$ cat config.mk
export PLATFORM = sky130hd
export DESIGN_NAME = layer_sequencer
export DESIGN_NICKNAME = d
export VERILOG_FILES = /design/src/rtl/layer_sequencer.sv
export SDC_FILE = /design/constraint.sdc
export NUM_CORES = 1
export LEC_CHECK = 0
export CAP_MARGIN = 20
export CORE_AREA = 4 4 56 78
export DETAILED_ROUTE_END_ITERATION = 6
export DIE_AREA = 0 0 60 82
export PLACE_DENSITY_LB_ADDON = 0.25
export SLEW_MARGIN = 20
export SYNTH_ARGS = -nofsm -noshare
export SYNTH_HDL_FRONTEND = slang
export SYNTH_SLANG_ARGS = --single-unit
$ cat constraint.sdc
create_clock -name i_clk -period 1.5 [get_ports i_clk]
set_input_delay 0.45 -clock i_clk [delete_from_list [all_inputs] [get_ports i_clk]]
set_output_delay 0.45 -clock i_clk [all_outputs]
set_load 0.1 [all_outputs]
$ cat src/rtl/layer_sequencer.sv
// Sequences one inference through LAYER_NB dense layers: clear, run, wait on sticky done, with per-layer watchdog.
// Optional SEQ_PERF_EN adds the o_cycle_count port reporting total busy cycles of the last inference.
module layer_sequencer #(
    parameter int LAYER_NB  = 3,
    parameter int TIMEOUT   = 4096,
    parameter int CNT_WIDTH = 16,
    localparam int CUR_W    = (LAYER_NB > 1) ? $clog2(LAYER_NB) : 1
) (
    input  logic                 i_clk,
    input  logic                 i_reset,
    input  logic                 i_start,
    input  logic [LAYER_NB-1:0]  i_layer_done,
    output logic [LAYER_NB-1:0]  o_layer_en,
    output logic [LAYER_NB-1:0]  o_layer_reset,
    output logic [CUR_W-1:0]     o_cur_layer,
    output logic                 o_busy,
    output logic                 o_net_done,
    output logic                 o_error
`ifdef SEQ_PERF_EN
    ,
    output logic [CNT_WIDTH-1:0] o_cycle_count
`endif
);

    typedef enum logic [2:0] {S_IDLE, S_CLEAR, S_RUN, S_DONE, S_ERROR} state_t;

    localparam logic [CUR_W-1:0]     LAST_LAYER = CUR_W'(LAYER_NB - 1);
    localparam logic [CNT_WIDTH-1:0] WD_LIMIT   = CNT_WIDTH'(TIMEOUT);

    state_t                r_state, w_state_nxt;
    logic [CUR_W-1:0]      r_cur, w_cur_nxt, w_cur_inc;
    logic [CNT_WIDTH-1:0]  r_wd, w_wd_nxt;
    logic [LAYER_NB-1:0]   r_en, w_en_nxt;
    logic [LAYER_NB-1:0]   r_rst, w_rst_nxt;
    logic                  r_busy, w_busy_nxt;
    logic                  r_net_done, w_net_done_nxt;
    logic                  r_err, w_err_nxt;
    logic [LAYER_NB-1:0]   w_run_mask;
    logic                  w_accept;
    logic                  w_finish;

    // Every layer up to the current one stays enabled so upstream outputs remain driven.
    for (genvar g = 0; g < LAYER_NB; g++) begin : g_mask
        assign w_run_mask[g] = (r_cur >= CUR_W'(g));
    end

    assign w_cur_inc = r_cur + CUR_W'(1);
    assign w_accept  = i_start && (r_state == S_IDLE || r_state == S_DONE || r_state == S_ERROR);
    assign w_finish  = (r_state == S_RUN) && (w_state_nxt == S_DONE || w_state_nxt == S_ERROR);

    always_ff @(posedge i_clk) begin
        if (i_reset) begin
            r_state    <= S_IDLE;
            r_cur      <= '0;
            r_wd       <= '0;
            r_en       <= '0;
            r_rst      <= '0;
            r_busy     <= 1'b0;
            r_net_done <= 1'b0;
            r_err      <= 1'b0;
        end else begin
            r_state    <= w_state_nxt;
            r_cur      <= w_cur_nxt;
            r_wd       <= w_wd_nxt;
            r_en       <= w_en_nxt;
            r_rst      <= w_rst_nxt;
            r_busy     <= w_busy_nxt;
            r_net_done <= w_net_done_nxt;
            r_err      <= w_err_nxt;
        end
    end

    always_comb begin
        w_state_nxt    = r_state;
        w_cur_nxt      = r_cur;
        w_wd_nxt       = r_wd;
        w_en_nxt       = r_en;
        w_rst_nxt      = '0;
        w_busy_nxt     = r_busy;
        w_net_done_nxt = 1'b0;
        w_err_nxt      = r_err;
        case (r_state)
            S_IDLE, S_DONE, S_ERROR: begin
                if (w_accept) begin
                    w_state_nxt = S_CLEAR;
                    w_cur_nxt   = '0;
                    w_wd_nxt    = '0;
                    w_en_nxt    = '0;
                    w_rst_nxt   = LAYER_NB'(1);
                    w_busy_nxt  = 1'b1;
                    w_err_nxt   = 1'b0;
                end
            end
            S_CLEAR: begin
                w_state_nxt = S_RUN;
                w_en_nxt    = w_run_mask;
                w_wd_nxt    = CNT_WIDTH'(1);
            end
            S_RUN: begin
                // A done seen on the timeout cycle still counts as success.
                if (i_layer_done[r_cur]) begin
                    if (r_cur == LAST_LAYER) begin
                        w_state_nxt    = S_DONE;
                        w_en_nxt       = '1;
                        w_net_done_nxt = 1'b1;
                        w_busy_nxt     = 1'b0;
                    end else begin
                        w_state_nxt = S_CLEAR;
                        w_cur_nxt   = w_cur_inc;
                        w_wd_nxt    = '0;
                        w_rst_nxt   = LAYER_NB'(1) << w_cur_inc;
                    end
                end else if (r_wd == WD_LIMIT) begin
                    w_state_nxt = S_ERROR;
                    w_err_nxt   = 1'b1;
                    w_en_nxt    = '0;
                    w_busy_nxt  = 1'b0;
                end else begin
                    w_wd_nxt = r_wd + CNT_WIDTH'(1);
                end
            end
            default: w_state_nxt = S_IDLE;
        endcase
    end

    assign o_layer_en    = r_en;
    assign o_layer_reset = r_rst;
    assign o_cur_layer   = r_cur;
    assign o_busy        = r_busy;
    assign o_net_done    = r_net_done;
    assign o_error       = r_err;

`ifdef SEQ_PERF_EN
    logic [CNT_WIDTH-1:0] r_perf_cnt, r_cycle_count, w_perf_inc;

    assign w_perf_inc = (&r_perf_cnt) ? r_perf_cnt : r_perf_cnt + CNT_WIDTH'(1);

    // The final busy cycle is folded in at latch time, hence the incremented value.
    always_ff @(posedge i_clk) begin
        if (i_reset) begin
            r_perf_cnt    <= '0;
            r_cycle_count <= '0;
        end else begin
            if (w_accept)
                r_perf_cnt <= '0;
            else if (r_busy)
                r_perf_cnt <= w_perf_inc;
            if (w_finish)
                r_cycle_count <= w_perf_inc;
        end
    end

    assign o_cycle_count = r_cycle_count;
`else
    logic w_unused;
    assign w_unused = w_finish;
`endif

endmodule

=== After elaboration in Yosys (flattened, before gate mapping) ===
Cells that the tools add are included.
W data, S select, Z words.

* $add $sub $neg: 2
* Order comparisons: 4
* Equality and inequality tests: 15
* Shift operators: 1
* Multiplexer cells: 35
* Bitwise gates (word level): 2
* Reductions and logical operators: 14

{| class="wikitable"
|+ Operator list
! operator !! number
|-
| $mux W16 || 4
|-
| $pmux W16 S3 || 1
|-
| $mux W3 || 9
|-
| $reduce_and A4 Y1 || 5
|-
| $pmux W3 S3 || 2
|-
| $add A16 B1 Y16 const B || 1
|-
| $eq A16 B13 Y1 const B || 1
|-
| $mux W1 || 10
|-
| $mux W2 || 4
|-
| $eq A3 B2 Y1 const B || 2
|-
| $ne A2 B2 Y1 const B || 3
|-
| $ne A3 B3 Y1 const B || 2
|-
| $pmux W3 S2 || 1
|-
| $reduce_or A3 Y1 || 2
|-
| $ge A2 B1 Y1 const B || 2
|-
| $ne A2 B1 Y1 const B || 2
|-
| $pmux W1 S2 || 2
|-
| $pmux W2 S2 || 1
|-
| $eq A3 B1 Y1 const B || 1
|-
| $eq A3 B3 Y1 const B || 1
|-
| $logic_not A3 Y1 || 1
|-
| $lt A2 B3 Y1 const B || 1
|-
| $ne A3 B1 Y1 const B || 1
|-
| $ne A3 B2 Y1 const B || 1
|-
| 11 further kinds || 13
|}

* Flip-flop bits (word level): 30
* Logic and storage cells: 81

=== Logic depth before layout (Yosys ltp) ===
* Word-level depth: 6
* Gate-level depth with buffers: 7

=== Worst setup path after synthesis ===
Ideal clock, no wire load.

* Path type: flip-flop to flip-flop
* Start: register r_cur[0], in the netlist o_cur_layer[0]
* End: register r_busy, in the netlist o_busy
* Data arrival time: 2248 ps
* Data required time: 1385 ps
* Path slack: -863 ps
* Stages on the path, launching flop included: 6
* Clock period less this slack: 2363 ps
* Path through: dfxtp_1 -> inv_1 -> ha_1 -> a2111oi_2 -> o32ai_1 -> and3_1

* Word-level cells in the longest chain between the ends: 4
* Elaborated cells on any way between the ends: 8
* Classes of those cells: eq/ne (3); mux (4); reduce/logical (1)

{| class="wikitable"
|+ Ends and longest elaborated chain
! item !! line !! text
|-
| from (decl) || 31 || <nowiki>logic [CUR_W-1:0] r_cur, w_cur_nxt, w_cur_inc;</nowiki>
|-
| from (signal assigned) || 63 || <nowiki>r_cur <= w_cur_nxt;</nowiki>
|-
| $bmux W1 S2 || 101 || <nowiki>if (i_layer_done[r_cur]) begin</nowiki>
|-
| $mux W1 (implied by the code) || 101 ||
|-
| $ne A3 B2 Y1 (no source line) (tied with other cells) || - ||
|-
| $reduce_and A4 Y1 (no source line) or $pmux W1 S2 (tied branches) || - ||
|-
| to (signal assigned) || 67 || <nowiki>r_busy <= w_busy_nxt;</nowiki>
|-
| to (decl) || 35 || <nowiki>logic r_busy, w_busy_nxt;</nowiki>
|}

Parallel ways exist; a longest one is shown, timed or not. The select of a mux whose other input is x is not followed.
A chain may end at the register's enable or synchronous reset.

=== Final worst setup path ===
* Start: register r_wd[1]
* End: register r_err, in the netlist o_error

* Word-level cells in the longest chain between the ends: 3

{| class="wikitable"
|+ Ends and longest elaborated chain
! item !! line !! text
|-
| from (decl) || 32 || <nowiki>logic [CNT_WIDTH-1:0] r_wd, w_wd_nxt;</nowiki>
|-
| from (signal assigned) || 64 || <nowiki>r_wd <= w_wd_nxt;</nowiki>
|-
| $eq A16 B13 Y1 || 113 || <nowiki>end else if (r_wd == WD_LIMIT) begin</nowiki>
|-
| $ne A2 B1 Y1 (no source line) || - ||
|-
| $reduce_and A4 Y1 (no source line) || - ||
|-
| to (signal assigned) || 69 || <nowiki>r_err <= w_err_nxt;</nowiki>
|-
| to (decl) || 37 || <nowiki>logic r_err, w_err_nxt;</nowiki>
|}

Every way passes these cells.

==> reports/metrics.yaml <==
power_and_ir_drop:
  power.density_cell_area_mw_per_mm2: 701.6
  swShare_pct: 36.53
  internal_power_w: 0.001496
  combPwrFrac_pct: 31.7
  switching_power_summed_over_all_nets_w: 0.0008613
  seq_power_share_pct: 36.3
  ir_drop_mv: 0.9844
  pwr-share-clk_pct: 32.0
  leakage_nw: 1.341
yosys:
  post_synth_main_area_contributors: "dfxtp_1 (33%), a311oi_2 (5.8%), a21oi_1 (5.2%)"
  post-synth-top-count-cell: "dfxtp_1"
  synth_seq_cells: 30
  synth_area_mm2: 0.001822
  synth_cells: 203
  dominant_combinational_cell_family_by_area_after_synthesis: "compound AO/OA/AOI/OAI gates"
  synthDominantAreaCellType: "dfxtp_1"
  synth_edf_count: 0
  async_flop_share_pct: 0
  synth_compound_gate_area_share_pct: 30.22
  ys.flop_type: "dfxtp_1"
  synth_simple_gate_area_share_pct: 27.47
  ys_warn_count: 0
  yosys-mux-area-fraction_pct: 0.7555
  yosysTopAreaCellShare_pct: 32.97
  post_synth_fa_ha_maj_area_fraction_pct: 4.121
  synth.lib_cells_used.distinct: 58
  synth-xor-area-share_pct: 0.4808
  netlist_top_cells_count: "dfxtp_1 (30), a21oi_1 (19), nand2_1 (17), o21ai_0 (15), nor2_1 (12)"
  average_instance_area_after_synthesis_um2: 8.974
  synth.net_count: 215
  synth-seq-area-share_pct: 32.97
routing:
  antenna_violating_nets_post_route: 0
  vias: 2431
  drt_drc: 0
  wire_per_inst_um: 27.19
  routed_via_density: 6.772
  drt_initial_violations: 305
  detail_route.first_pass.iterations: 7
  totalWireLength_um: 9760
worst_setup_path:
  worst_setup_path_end_kind: "register"
  worstSetupStartpointType: "register"
  worst_ep_required_time_ns: 1.69
  cp_slowest_stage_delay_ns: 0.34
  crit_path_cell_trace: "inv_2, ha_4, nor4b_4, nand4_2, buf_6, or2_4, o22ai_1"
  timing.reg2reg.setup_slack_ns: -0.53
  worst_ep_arrival_time_ns: 2.22
  crit_path_top_delay_cell: "dfxtp_2"
  timing.critical_path.fanout_max: 5
  crit_type: "register to register"
  rr_worst_depth: 7
global_route:
  grt_util_met1_pct: 30.98
  grt_busiest_layer: "met2"
  grt_start_max_net_pins: 14
  global_route.usage.met2_pct: 59.74
  grt-ovfl-total: 0
  grt_antenna_before_repair: 0
  gr-usage-all-layers_pct: 32.35
  grt_pass1_wl_um: 11640
  grt_pass1_vias: 2268
  global_route.usage.met3_pct: 6.447
timing:
  fin_ws_ns: -0.5273
  drv_slew: 0
  slew_headroom_pct: 70.40
  tightestPinTransition_ns: 0.4393
  achievable-frequency_mhz: 493.3
  hold_violations: 0
  fin_worst_hold_slack_ns: 0.5769
  finalCritPeriodShare_pct: 135.2
  rsz0062_at_grt: "yes"
  fin_worst_skew_ns: 0.02182
  layout_min_cycle_time_ns: 2.027
  report.final.setup_viol: 30
die:
  start_util_pct: 50.00
  design.core.area_mm2: 0.003643
  die_x_um: 60
  row_count: 26
  dieArea_mm2: 0.004920
  die-height_um: 82
  io-pin-count: 17
hold_path:
  timing.hold.worst_path_depth: 2
  hp-class: "register to register"
finish:
  design.final.nets: 328
  areaGrowthSynthToFinish_pct: 84.48
  final_cell_count_no_fill: 359
  antenna-diode-count: 0
  final_core_utilization_pct: 92.24
  drive_above_1_share_pct: 64.35
placed_design:
  hpwlAfterDp_um: 4282
  numPlacedInstances: 326
  placement.setup.worst_slack_ns: -0.6219
  numPortBuffers: 16
  place.gp.congestion: 0.9450
run:
  cap_violations: 0
run_status:
  run_status: "complete, but fails checks"
  violations: "setup timing"
clock_tree:
  cts.hold.buffers_added: 0
  cts.path.max_buffers: 2
  cts_buffers: 5
  clock_tree.root_cell: "clkbuf_8"
  tritoncts: "yes"
  clock_insertion_delay_worst_skew_ns: 0.31
  clock_input_transition_at_the_sequential_cells_of_the_worst_setup_and_hold_paths_ns: 0.08
  numClockSinks: 30
  cts_htree_levels: 2
## cell type report
cell class / instances / area [um2]
sequential: 30 / 623.1
tap: 42 / 52.55
fill: 129 / 282.8
clock buffer: 7 / 86.33
inverter: 7 / 28.78
clock inverter: 1 / 5.005
multi-input combinational: 159 / 1481
timing repair buffer: 113 / 1084
## metrics by stage
stage / power [W] / instance area [um2] / TNS, ns
floorplan: 0.001177 / 1878 / -3.450
global placement: 0.001412 / 2708 / -13.98
detailed placement: 0.001427 / 2708 / -14.94
CTS: 0.002184 / 3099 / -3.911
global route: 0.002404 / 3361 / -11.11
finish: 0.002358 / 3361 / -9.383
## registers in the layout, summed over array words and instances (netlist names)
register and flops:
r_wd 16, o_layer_en 3, o_layer_reset 3, r_state 3, o_cur_layer 2, o_busy 1
o_error 1, o_net_done 1
## routing by layer
layer | routed length [um] | part of all wire (%)
met2 | 4786 | 49
met4 | 815 | 8.4
met1 | 3248 | 33
met3 | 910 | 9.3
met5 | 0 | 0
## power by group through the flow
stage               clock, W  sequential [W]  combinational (W)
finish              0.000754        0.000855           0.000748
global route        0.000779        0.000856           0.000768
CTS                 0.000699        0.000849           0.000636
detailed placement         0        0.000866           0.000561
global placement           0        0.000864           0.000548
floorplan                  0        0.000980           0.000197
## kinds of logic (layout without fill, tap and decap cells)
group / count (synthesis) / in the layout
simple gates: 81 / 81
compound gates: 70 / 70
flops: 30 / 30
buf+inv: 14 / 128
fa+ha+maj: 6 / 6
xor+xnor: 1 / 1
mux: 1 / 1
## worst max-delay path: cells and delay by family, from the launching register on
family / cells / cell delay, ns
AOI/OAI and AO/OA: 1 / 0.33
adders and majority gates: 1 / 0.13
buffers and inverters: 2 / 0.29
DFF: 1 / 0.34
and+or+nand+nor: 3 / 0.81
## layout by cell type (no fill, tap or decap), types with 5 or more instances in the layout
cell	instances
dfxtp_2	12
and3_1	5
nor2_1	12
dlygate4sd2_1	5
a21oi_2	6
a21oi_1	12
dfxtp_1	16
buf_6	21
a311oi_2	8
clkbuf_8	6
nor3_2	6
nand2_1	13
o21ai_0	6
o21ai_1	6
buf_4	75
buf_12	12
a31oi_1	5
nand3_1	5
## worst paths after layout
| path | start | end |
|---|---|---|
| hold / removal | r_wd[3] | r_wd[3] |
| setup reg to reg | r_wd[1] | o_error |
| setup / recovery | r_wd[1] | o_error |
| hold reg to reg | r_wd[3] | r_wd[3] |
## timing repair
action                                  in CTS  in global routing
setup buffers                               10                 16
endpoints found under the setup margin      28                 29
pin swaps                                   36                 26
resized for setup                           61                 43
Note: power is estimated with default switching activity, not from simulation.
